==> src/rtl/parking_gate_ctrl.sv <==
// -----------------------------------------------------------------------------
// parking_gate_ctrl
//
// Controls a car-park entry/exit lane watched by two photo-sensors. The outer
// sensor (sens_a) and inner sensor (sens_b) are synchronised, then a direction
// FSM tracks a car breaking a, a+b, b, none (entry) or b, b+a, a, none (exit).
// A completed entry pulses inc, a completed exit pulses dec. An entry attempt
// on a full lot pulses reject. A sequence that stalls in one state for TIMEOUT
// cycles is aborted with a timeout pulse. After a reject or abort, the FSM waits
// for both beams to clear before accepting a new car.
//
// Parameters
//   CAPACITY  lot capacity in cars (1..15)
//   TIMEOUT   maximum cycles allowed in any single mid-sequence state
//
// Ports
//   clk        system clock, rising edge
//   reset      asynchronous active-high reset
//   sens_a     outer beam broken (asynchronous)
//   sens_b     inner beam broken (asynchronous)
//   count      current occupancy from the external lot counter
//   inc        one-cycle pulse: one car entered
//   dec        one-cycle pulse: one car exited
//   full       count >= CAPACITY (combinational)
//   empty      count == 0 (combinational)
//   gate_open  entry barrier open (state EN1..EN3)
//   reject     one-cycle pulse: entry attempted while full
//   timeout    one-cycle pulse: stalled sequence aborted
//   state      current FSM state encoding, for debug
// -----------------------------------------------------------------------------
module parking_gate_ctrl #(
    parameter int CAPACITY = 15,
    parameter int TIMEOUT  = 1000
) (
    input  logic       clk,
    input  logic       reset,
    input  logic       sens_a,
    input  logic       sens_b,
    input  logic [3:0] count,
    output logic       inc,
    output logic       dec,
    output logic       full,
    output logic       empty,
    output logic       gate_open,
    output logic       reject,
    output logic       timeout,
    output logic [2:0] state
);

    typedef enum logic [2:0] {
        IDLE     = 3'd0,
        EN1      = 3'd1,
        EN2      = 3'd2,
        EN3      = 3'd3,
        EX1      = 3'd4,
        EX2      = 3'd5,
        EX3      = 3'd6,
        WAIT_CLR = 3'd7
    } state_t;

    localparam int            DW         = (TIMEOUT > 1) ? $clog2(TIMEOUT) : 1;
    localparam logic [DW-1:0] DWELL_LAST = DW'(TIMEOUT - 1);
    localparam logic [3:0]    CAP        = 4'(CAPACITY);

    // Two-flop synchronisers for the free-running sensor inputs
    logic a_meta_q, a_sync_q, b_meta_q, b_sync_q;
    logic [1:0] ab;

    state_t        state_q, state_d;
    logic [DW-1:0] dwell_q, dwell_d;
    logic          inc_q, inc_d;
    logic          dec_q, dec_d;
    logic          reject_q, reject_d;
    logic          timeout_q, timeout_d;
    logic          gate_q, gate_d;
    logic          in_seq;

    assign ab    = {a_sync_q, b_sync_q};
    assign full  = (count >= CAP);
    assign empty = (count == 4'd0);

    always_ff @(posedge clk or posedge reset) begin
        if (reset) begin
            a_meta_q <= 1'b0;
            a_sync_q <= 1'b0;
            b_meta_q <= 1'b0;
            b_sync_q <= 1'b0;
        end else begin
            a_meta_q <= sens_a;
            a_sync_q <= a_meta_q;
            b_meta_q <= sens_b;
            b_sync_q <= b_meta_q;
        end
    end

    always_ff @(posedge clk or posedge reset) begin
        if (reset) begin
            state_q   <= IDLE;
            dwell_q   <= '0;
            inc_q     <= 1'b0;
            dec_q     <= 1'b0;
            reject_q  <= 1'b0;
            timeout_q <= 1'b0;
            gate_q    <= 1'b0;
        end else begin
            state_q   <= state_d;
            dwell_q   <= dwell_d;
            inc_q     <= inc_d;
            dec_q     <= dec_d;
            reject_q  <= reject_d;
            timeout_q <= timeout_d;
            gate_q    <= gate_d;
        end
    end

    assign in_seq = (state_q != IDLE) && (state_q != WAIT_CLR);

    always_comb begin
        state_d   = state_q;
        inc_d     = 1'b0;
        dec_d     = 1'b0;
        reject_d  = 1'b0;
        timeout_d = 1'b0;

        case (state_q)
            IDLE: begin
                if (ab == 2'b10) begin
                    if (full) begin
                        state_d  = WAIT_CLR;
                        reject_d = 1'b1;
                    end else begin
                        state_d = EN1;
                    end
                end else if (ab == 2'b01) begin
                    // An exit from an empty lot is bogus: swallow it silently
                    state_d = empty ? WAIT_CLR : EX1;
                end
            end
            EN1: case (ab)
                2'b11:   state_d = EN2;
                2'b00:   state_d = IDLE;
                2'b01:   state_d = WAIT_CLR;
                default: state_d = state_q;
            endcase
            EN2: case (ab)
                2'b01:   state_d = EN3;
                2'b10:   state_d = EN1;
                2'b00:   state_d = IDLE;
                default: state_d = state_q;
            endcase
            EN3: case (ab)
                2'b00: begin
                    state_d = IDLE;
                    inc_d   = 1'b1;
                end
                2'b11:   state_d = EN2;
                2'b10:   state_d = WAIT_CLR;
                default: state_d = state_q;
            endcase
            EX1: case (ab)
                2'b11:   state_d = EX2;
                2'b00:   state_d = IDLE;
                2'b10:   state_d = WAIT_CLR;
                default: state_d = state_q;
            endcase
            EX2: case (ab)
                2'b10:   state_d = EX3;
                2'b01:   state_d = EX1;
                2'b00:   state_d = IDLE;
                default: state_d = state_q;
            endcase
            EX3: case (ab)
                2'b00: begin
                    state_d = IDLE;
                    dec_d   = 1'b1;
                end
                2'b11:   state_d = EX2;
                2'b01:   state_d = WAIT_CLR;
                default: state_d = state_q;
            endcase
            WAIT_CLR: begin
                if (ab == 2'b00) begin
                    state_d = IDLE;
                end
            end
            default: state_d = IDLE;
        endcase

        // The timeout only fires when no real transition is pending, so a
        // sensor move on the same edge always takes priority.
        if (in_seq && (state_d == state_q) && (dwell_q == DWELL_LAST)) begin
            state_d   = WAIT_CLR;
            timeout_d = 1'b1;
        end

        if ((state_d == state_q) && in_seq) begin
            dwell_d = dwell_q + 1'b1;
        end else begin
            dwell_d = '0;
        end

        gate_d = (state_d == EN1) || (state_d == EN2) || (state_d == EN3);
    end

    assign inc       = inc_q;
    assign dec       = dec_q;
    assign reject    = reject_q;
    assign timeout   = timeout_q;
    assign gate_open = gate_q;
    assign state     = state_q;

endmodule
==> config.mk <==
export PLATFORM = sky130hd
export DESIGN_NAME = parking_gate_ctrl
export DESIGN_NICKNAME = d
export VERILOG_FILES = /design/src/rtl/parking_gate_ctrl.sv
export SDC_FILE = /design/constraint.sdc
export NUM_CORES = 1
export LEC_CHECK = 0
export ABC_AREA = 1
export BUFFER_PORTS_ARGS = -buffer_cell sky130_fd_sc_hd__buf_2
export CAP_MARGIN = 20
export CORE_MARGIN = 3
export CORE_UTILIZATION = 50
export CTS_BUF_LIST = sky130_fd_sc_hd__clkbuf_16
export DETAILED_ROUTE_END_ITERATION = 12
export PLACE_DENSITY = 0.72
export RECOVER_POWER = 100
export SLEW_MARGIN = 40
export SYNTH_ARGS = -nofsm -noshare
export SYNTH_HDL_FRONTEND = slang
export SYNTH_SLANG_ARGS = --single-unit
==> constraint.sdc <==
create_clock -name clk -period 2.1 [get_ports clk]
set_input_delay 0.42 -clock clk [delete_from_list [all_inputs] [get_ports clk]]
set_output_delay 0.42 -clock clk [all_outputs]
set_load 0.005 [all_outputs]
# Yosys cells after proc, flatten, opt, wreduce, memory -nomap -nowiden
# Index checks and enable logic that the tools add are counted.
# word_totals
out_inout_bits,10
word_cells,61
ff_bits,22
# op_classes
reduce_logical,10
n_addsub,1
n_mux,21
eq_ne,17
magnitude_cmp,1
# ops
cell,count
$pmux W3 S3,6
$pmux W3 S8,1
$mux W3,5
$eq A3 B2 Y1 const B,4
$eq A3 B3 Y1 const B,4
$add A10 B1 Y10 const B,1
$eq A10 B10 Y1 const B,1
$mux W10,1
$mux W1,7
$eq A3 B1 Y1 const B,2
$eq A3 B3 Y1,2
$eq A2 B2 Y1 const B,2
$ge A4 B4 Y1 const B,1
$logic_and A1 B1 Y1,4
$logic_not A4 Y1,1
$logic_not A3 Y1,1
$ne A3 B3 Y1 const B,1
$reduce_bool A3 Y1,1
$eq A2 B1 Y1 const B,1
$logic_not A2 Y1,1
$logic_or A1 B1 Y1,2
$mux W2,1

# Depth between registers and ports, before layout
# Gate-level depths: netlist of the first run.
# depth
word_depth,12
mapped_depth,17

# Least setup slack after synthesis of the first run
# Ideal clock, no wire load.
# synth_path
path_type,reg-to-reg
startpoint,register a_sync_q
endpoint,register dwell_q[9]
t_required_ps,1979
setup_slack_ps,91
path_buffers,0
arrival_time_ps,1889
setup_time_ps,121
path_stages_with_launch,17
synth_period_minus_slack_ps,2009
cell_sequence,dfrtp_1 > inv_1 > ha_1 > nor2_1 > nand2_1 > nand2_1 > nand2_1 > nor2_2 > nand3_2 > nand3_1 > nand2_1 > nor2_4 > nand2_4 > nand2_2 > nand2_2 > nand3_4 > nor2_2
# synth_between
elab_chain_cells,11
word_cells_on_any_way,21
# synth_rtl
item,line_no,rtl
"start, declared",66,"logic a_meta_q, a_sync_q, b_meta_q, b_sync_q;"
"start signal, assigned",90,a_sync_q <= a_meta_q;
$eq A2 B1 Y1,--,
$mux W3,134,end else if (ab == 2'b01) begin
$mux W3,127,if (ab == 2'b10) begin
$pmux W3 S8 *,125,case (state_q)
$eq A3 B3 Y1,191,if (in_seq && (state_d == state_q) && (dwell_q == DWELL_LAST)) begin
$logic_and A1 B1 Y1 (2 in a row),191,
$mux W3 *,191,
net state_d[1],69,"state_t state_q, state_d;"
$eq A3 B3 Y1 *,196,if ((state_d == state_q) && in_seq) begin
$logic_and A1 B1 Y1 *,196,
$mux W10 *,196,
net dwell_d[9],70,"logic [DW-1:0] dwell_q, dwell_d;"
"end signal, assigned",107,dwell_q <= dwell_d;
"end, declared",70,
# The timed path passes the listed nets; every way through them passes the cells marked *.

# Worst setup path after layout of the first run
# layout_path
startpoint,register a_sync_q
endpoint,register dwell_q[4]
# The elaborated chain is that of the path after synthesis.

==> out/results.tsv, run 1 <==
stage	metric	value	unit
status	failing checks	negative setup slack	
finish	P&R area growth vs syn	31.0	%
yosys	Cell variety after synth	28	
floorplan	FP Rows	19	
yosys	synthesis warning total	0	
worst_setup_path	Slowest-stage cell, CP	dfrtp_2	
worst_setup_path	r2r worst-path depth	18	
clock_network	clock latency on the worst-skew pair	0.25	ns
global_routing	pin count of the biggest net entering global routing	23	
yosys	Synth Register Bits	22	
worst_hold_path	Hold Crit Class	in -> reg	
timing	unrepaired setup endpoints after global routing	yes	
worst_hold_path	worst hold stages	1	
worst_hold_path	Hold Path End	b_meta_q	
route	Post-DRT Antenna Nets	0	
clock_network	clock transition at the registers of the reported paths	0.06	ns
clock_network	root buf cell	clkbuf_16	
finish	commonest non-fill, non-tap cells in the layout	48 x nand2_1, 23 x inv_1, 22 x nor2_1, 18 x dfrtp_1	
global_routing	met1 usage	25.5	%
floorplan	Initial Util	53.4	%
power	Pwr per Cell Area	1280	nW/µm²
floorplan	Die Outline Area	3690	µm²
finish	fillers	215	
finish	register area	556	µm²
route	WL final	3300	µm
global_routing	GRT overflow	0	
clock_network	total CTS buffers	3	
global_routing	initial antenna violation count	0	
worst_setup_path	CP max FO	5	
clock_network	hold_buf cts	0	
placed_design	post-DP HPWL	2340	µm
timing	Slew Limit Headroom	24.7	%
timing	fin crit share	102	%
worst_setup_path	CP required	2.24	ns
finish	Final nets	257	
global_routing	GR Util All Layers	17.9	%
worst_setup_path	Crit Reg-Reg Endpoint	dwell_q[4]	
timing	TNS Setup	-0.347	ns
route	WL/cell	12.1	µm
finish	most common cell after layout, fill and taps aside	nand2_1	
timing	# setup viols final	10	
timing	Worst-Margin Slew	1.13	ns
yosys	Seq/Total Area, Yosys	36.7	%
global_routing	met2 usage	28.1	%
yosys	post-synthesis cell area	1500	µm²
job	total of max-cap violations	0	
timing	min Tclk post-route	2.14	ns
floorplan	floorplan core area	2810	µm²
worst_setup_path	Setup Crit Path Kind	reg -> reg	
clock_network	clk sinks	22	
route	via/cell ratio	5.07	
global_routing	vias in the first global route	1157	
worst_setup_path	R2R Setup Slk	-0.04	ns
clock_network	TritonCTS clock tree	yes	
yosys	Synth top area share	36.7	%
worst_setup_path	most used cell along the critical path	nand2_4	
clock_network	H-tree lvl count	1	
timing	Achievable Freq	0.467	GHz
worst_setup_path	Worst Path Arrival	2.28	ns
yosys	largest cells by area after synthesis	dfrtp_1 37%, nand2_1 14%, inv_1 6.8%	
power	maximum VDD drop	0.000728	V
global_routing	GRT Max-Usage Layer	met2	
global_routing	first-pass GRT wire length	4970	µm
finish	share of layout cells above drive strength 1	41.1	%
finish	diodes inserted	0	
worst_setup_path	CP startpoint kind	flop	
finish	Layout Utilization	70.0	%
clock_network	Max clock buf depth	2	
status	outcome	finished, violations left	
power	Leakage	0.972	nW
worst_setup_path	worst-path cell chain	inv_4 -> ha_4 -> buf_6 -> inv_2 -> nor2_1 -> nor2_1 -> nand2_1 -> nand2_1 -> nor2_2 -> nand3_2 -> nand3_2 -> nand2_2 -> nor2_4 -> nand2_4 -> nand2_4 -> nand2_4 -> nand3_4 -> nor2_2	
placed_design	Port Buf Inserts	17	
floorplan	I/O Pins	18	
yosys	mean post-synth cell area	7.31	µm²
timing	final-report hold violation count	0	
worst_setup_path	Critical R2R Launch	a_sync_q	
worst_setup_path	critical path endpoint category	flop	
yosys	largest area contributor in the netlist	dfrtp_1	
worst_setup_path	Critical Path Max Stage Delay	0.46	ns
timing	post-route worst setup slack	-0.0425	ns
finish	area of the multi-input gates	957	µm²
route	TritonRoute pass-1 iters	4	
placed_design	global placer's final weighted congestion	0.844	
route	detailed-route via count	1379	
global_routing	routing usage on met3	4.68	%
floorplan	Die Y	60.8	µm
route	Post-route DRC	0	
yosys	syn_nets	220	
floorplan	Die Wd	60.8	µm
route	drt first-iter violations	55	
yosys	Cells after Synth	205	
timing	final slew viol count	0	
placed_design	Placement Setup Slack	-0.0781	ns
worst_hold_path	Hold Crit Start	sens_b	
timing	Clock Skew	0.00245	ns
-- synthesized netlist by cell type --
library cell  count
nand3_2           3
o21bai_1          1
nand3b_1          1
nor2_4            1
nor2_2           16
buf_4             1
ha_1              7
nor3_1            3
dfrtp_1          22
o21ai_2           1
a21oi_2           1
nand2_1          54
o21ai_0           4
xnor2_1           2
o211ai_1          1
inv_2             5
nor4_1            1
a21oi_1           2
inv_1            27
nand2_4           1
buf_6             1
or2_2             1
nand4_1           4
nor2_1           25
xor2_1            3
nand2_2           7
nand3_1           9
nand3_4           1
-- flip-flops by register name, indices dropped and copies added, names as in the netlist --
signal     count
timeout        1
a_meta_q       1
dec            1
reject         1
a_sync_q       1
b_sync_q       1
inc            1
state          3
gate_open      1
dwell_q       10
b_meta_q       1
-- power breakdown --
group          leakage [nW]  switching, mW  internal, mW  total [mW]
sequential            0.286          0.101         0.486       0.587
combinational         0.647          0.939         0.605        1.54
clock                0.0385          0.138         0.253       0.391
total                 0.972           1.18          1.34        2.52
-- critical path, delay by kind of cell (launching register included) --
family        cells  cell delay, ns
flops             1            0.46
simple gates     14            1.19
fa+ha+maj         1            0.15
buf+inv           3            0.25
-- cells by family after synthesis --
| kind of cell | count (synthesis) | synth area share [%] |
|---|---|---|
| AO/OA/AOI/OAI | 10 | 4.17 |
| XOR/XNOR | 5 | 2.92 |
| adder cells (fa/ha/maj) | 7 | 5.84 |
| buffers and inverters | 34 | 9.27 |
| flip-flops | 22 | 36.7 |
| AND/OR/NAND/NOR | 127 | 41.1 |
-- final cells by class --
cell class,count,area share (%)
clock buffer,3,3.82
tap,31,1.98
inverter,32,6.50
multi-input combinational,150,48.8
sequential,22,28.3
timing repair buffer,33,10.5
clock inverter,1,0.191
-- how the worst max path moves through the flow --
stage / start / end / slack (ns) / cells past startpoint
2_1_floorplan: a_sync_q / dwell_q[9] / 0.09 / 16
3_3_place_gp: b_sync_q / dwell_q[2] / -0.04 / 16
3_5_place_dp: b_sync_q / dwell_q[9] / -0.08 / 16
4_1_cts: a_sync_q / dwell_q[9] / 0.005 / 17
5_1_grt: a_sync_q / dwell_q[4] / -0.19 / 18
6_report: a_sync_q / dwell_q[4] / -0.04 / 18
-- per-stage QoR --
stage / total power, mW / area (µm²) / hold WS (ns) / instances
floorplan: 1.44 / 1500 / 0.331 / 205
global placement: 1.75 / 1710 / 0.334 / 265
detailed placement: 1.75 / 1710 / 0.336 / 265
CTS: 2.23 / 1820 / 0.204 / 270
global route: 2.73 / 1960 / 0.267 / 272
finish: 2.52 / 1960 / 0.273 / 272
-- timing repair --
action	CTS	global route
pin swaps	4	6
gates cloned	1	0
gates resized for setup	6	36
setup buffers	0	2
endpoints found under the setup margin	10	12
-- metal layers --
metal / up-vias / wire [µm]
li1: 700 / -
met1: 623 / 1480
met2: 52 / 1550
met3: 4 / 232
met4: 0 / 37
met5: - / 0
(Power assumes the default switching activity.)
==> run 2, diff against run 1 <==
- CORE_UTILIZATION: 50 -> 30
- PLACE_DENSITY: 0.72 -> 0.47
==> run 2 against run 1 <==
Compared with the run above: the run still ends with negative setup slack left; global-route usage fell by 5.7 points; sequential power fell by 4.8%; first-iteration DRC count rose by 51%; cell area rose by 11%; critical endpoint is now dwell_q[9]; largest cell class unchanged.
==> out/results.tsv, run 2 (synthesized netlist as in run 1, its figures left out) <==
stage	metric	value	unit
floorplan	Die Outline Area	5880	µm²
clock_network	total CTS buffers	3	
timing	unrepaired setup endpoints after global routing	yes	
timing	final-report hold violation count	0	
floorplan	Initial Util	31.3	%
clock_network	clock transition at the registers of the reported paths	0.06	ns
timing	Achievable Freq	0.464	GHz
clock_network	root buf cell	clkbuf_16	
finish	commonest non-fill, non-tap cells in the layout	44 x nand2_1, 26 x buf_4, 23 x inv_1, 22 x nor2_1, 20 x dfrtp_1	
status	outcome	finished, violations left	
finish	fillers	475	
worst_setup_path	worst-path cell chain	buf_12 -> ha_4 -> buf_4 -> nor2_2 -> nand2_1 -> o21ai_2 -> nor2_2 -> nand2_2 -> nand2_2 -> nand2_2 -> nand2_4 -> nor3_2 -> nand2_2 -> inv_4 -> nand3_4 -> nor2_2	
clock_network	hold_buf cts	0	
placed_design	global placer's final weighted congestion	0.821	
worst_hold_path	Hold Crit Start	sens_a	
worst_hold_path	Hold Crit Class	in -> reg	
route	Post-route DRC	0	
clock_network	clk sinks	22	
finish	P&R area growth vs syn	45.2	%
global_routing	GRT Max-Usage Layer	met2	
worst_setup_path	CP startpoint kind	flop	
worst_hold_path	worst hold stages	1	
finish	Largest register FFs	10	
worst_setup_path	CP max FO	5	
global_routing	GR Util All Layers	12.1	%
placed_design	Placed Cells incl. Taps	313	
worst_setup_path	most used cell along the critical path	nand2_2	
route	via/cell ratio	4.31	
timing	Slew Limit Headroom	20.2	%
worst_hold_path	Hold Path End	a_meta_q	
global_routing	GRT overflow	0	
worst_setup_path	Critical R2R Launch	b_sync_q	
placed_design	Placement Setup Slack	-0.0997	ns
route	drt first-iter violations	83	
clock_network	H-tree lvl count	1	
timing	# setup viols final	10	
timing	fin crit share	103	%
finish	Final nets	270	
global_routing	routing usage on met3	2.58	%
worst_setup_path	R2R Setup Slk	-0.05	ns
timing	min Tclk post-route	2.15	ns
timing	Clock Skew	0.00242	ns
placed_design	area of placed instances	1840	µm²
timing	final slew viol count	0	
clock_network	clock latency on the worst-skew pair	0.25	ns
global_routing	initial antenna violation count	0	
timing	post-route worst setup slack	-0.0538	ns
clock_network	TritonCTS clock tree	yes	
floorplan	I/O Pins	18	
worst_setup_path	CP required	2.29	ns
route	Post-DRT Antenna Nets	0	
floorplan	Die Wd	76.7	µm
route	detailed-route via count	1384	
global_routing	pin count of the biggest net entering global routing	23	
job	total of max-cap violations	0	
worst_setup_path	Worst Path Arrival	2.34	ns
route	WL final	3470	µm
worst_setup_path	critical path endpoint category	flop	
worst_setup_path	Critical Path Max Stage Delay	0.46	ns
placed_design	post-DP HPWL	2610	µm
finish	Finished Cell Area	2180	µm²
timing	TNS Setup	-0.267	ns
global_routing	met2 usage	18.6	%
floorplan	FP Rows	25	
route	WL/cell	10.8	µm
finish	area of the multi-input gates	1000	µm²
route	TritonRoute pass-1 iters	4	
timing	Worst-Margin Slew	1.20	ns
clock_network	Max clock buf depth	2	
status	failing checks	negative setup slack	
worst_setup_path	Crit Reg-Reg Endpoint	dwell_q[9]	
placed_design	Port Buf Inserts	17	
global_routing	first-pass GRT wire length	5730	µm
finish	most common cell after layout, fill and taps aside	nand2_1	
finish	register area	553	µm²
worst_setup_path	Setup Crit Path Kind	reg -> reg	
power	Leakage	1.05	nW
floorplan	Die Y	76.7	µm
worst_setup_path	Slowest-stage cell, CP	dfrtp_2	
floorplan	floorplan core area	4790	µm²
power	maximum VDD drop	0.000603	V
power	total power	2.83	mW
finish	Post-Layout Cell Count	321	
power	Pwr per Cell Area	1300	nW/µm²
global_routing	vias in the first global route	1241	
worst_setup_path	r2r worst-path depth	16	
finish	share of layout cells above drive strength 1	44.5	%
finish	diodes inserted	0	
global_routing	met1 usage	17.4	%
finish	Top reg by flops	dwell_q	
==> run 2: cell count changes in the layout (fill, tap and decap cells not counted), sizes merged <==
| cell | change |
|---|---|
| clkinv | -1 |
| clkbuf | +4 |
| bufinv | +1 |
| buf | +9 |
==> run 2: through the flow <==
step	hold slack (ns)	util, %
finish	0.270	45.5
global route	0.257	45.5
CTS	0.197	41.5
global placement	0.332	38.5
detailed placement	0.336	38.5
floorplan	0.331	-
==> run 2: worst max-delay path: cells and delay by family (launching register included) <==
| family | cells | cell delay [ns] |
|---|---|---|
| AND/OR/NAND/NOR | 11 | 1.02 |
| adder cells (fa/ha/maj) | 1 | 0.16 |
| buffers and inverters | 3 | 0.37 |
| AO/OA/AOI/OAI | 1 | 0.09 |
| flip-flops | 1 | 0.46 |
==> run 2: what timing repair did <==
item | CTS | global route
cloned | 1 | 0
pin swaps | 5 | 20
endpoints found under the hold margin | 0 | 0
setup endpoints to repair | 10 | 12
resized for setup | 12 | 40
setup buffers | 0 | 3
==> run 2: report_power, final <==
part	total, mW	internal [mW]	switching, mW	leakage (nW)
logic	1.74	0.714	1.02	0.706
registers	0.559	0.482	0.0772	0.289
clock network	0.529	0.378	0.151	0.0511
==> run 2: worst max path at each step <==
stage,start,to
2_1_floorplan,a_sync_q,dwell_q[9]
3_3_place_gp,b_sync_q,dwell_q[9]
3_5_place_dp,a_sync_q,dwell_q[6]
4_1_cts,a_sync_q,dwell_q[2]
5_1_grt,a_sync_q,dwell_q[8]
6_report,b_sync_q,dwell_q[9]
==> run 2: layout make-up <==
type / instances / share of cell area [%]
clock buffer: 3 / 3.45
clock inverter: 1 / 1.38
inverter: 32 / 5.98
multi-input combinational: 150 / 46.0
sequential: 22 / 25.4
tap: 67 / 3.85
timing repair buffer: 46 / 14.0
==> run 2: per-layer routing <==
layer | vias up | routed length [µm] | part of all wire (%)
li1 | 736 | - | -
met1 | 623 | 1670 | 48
met2 | 23 | 1620 | 47
met3 | 2 | 153 | 4.4
met4 | 0 | 20 | 0.58
met5 | - | 0 | 0
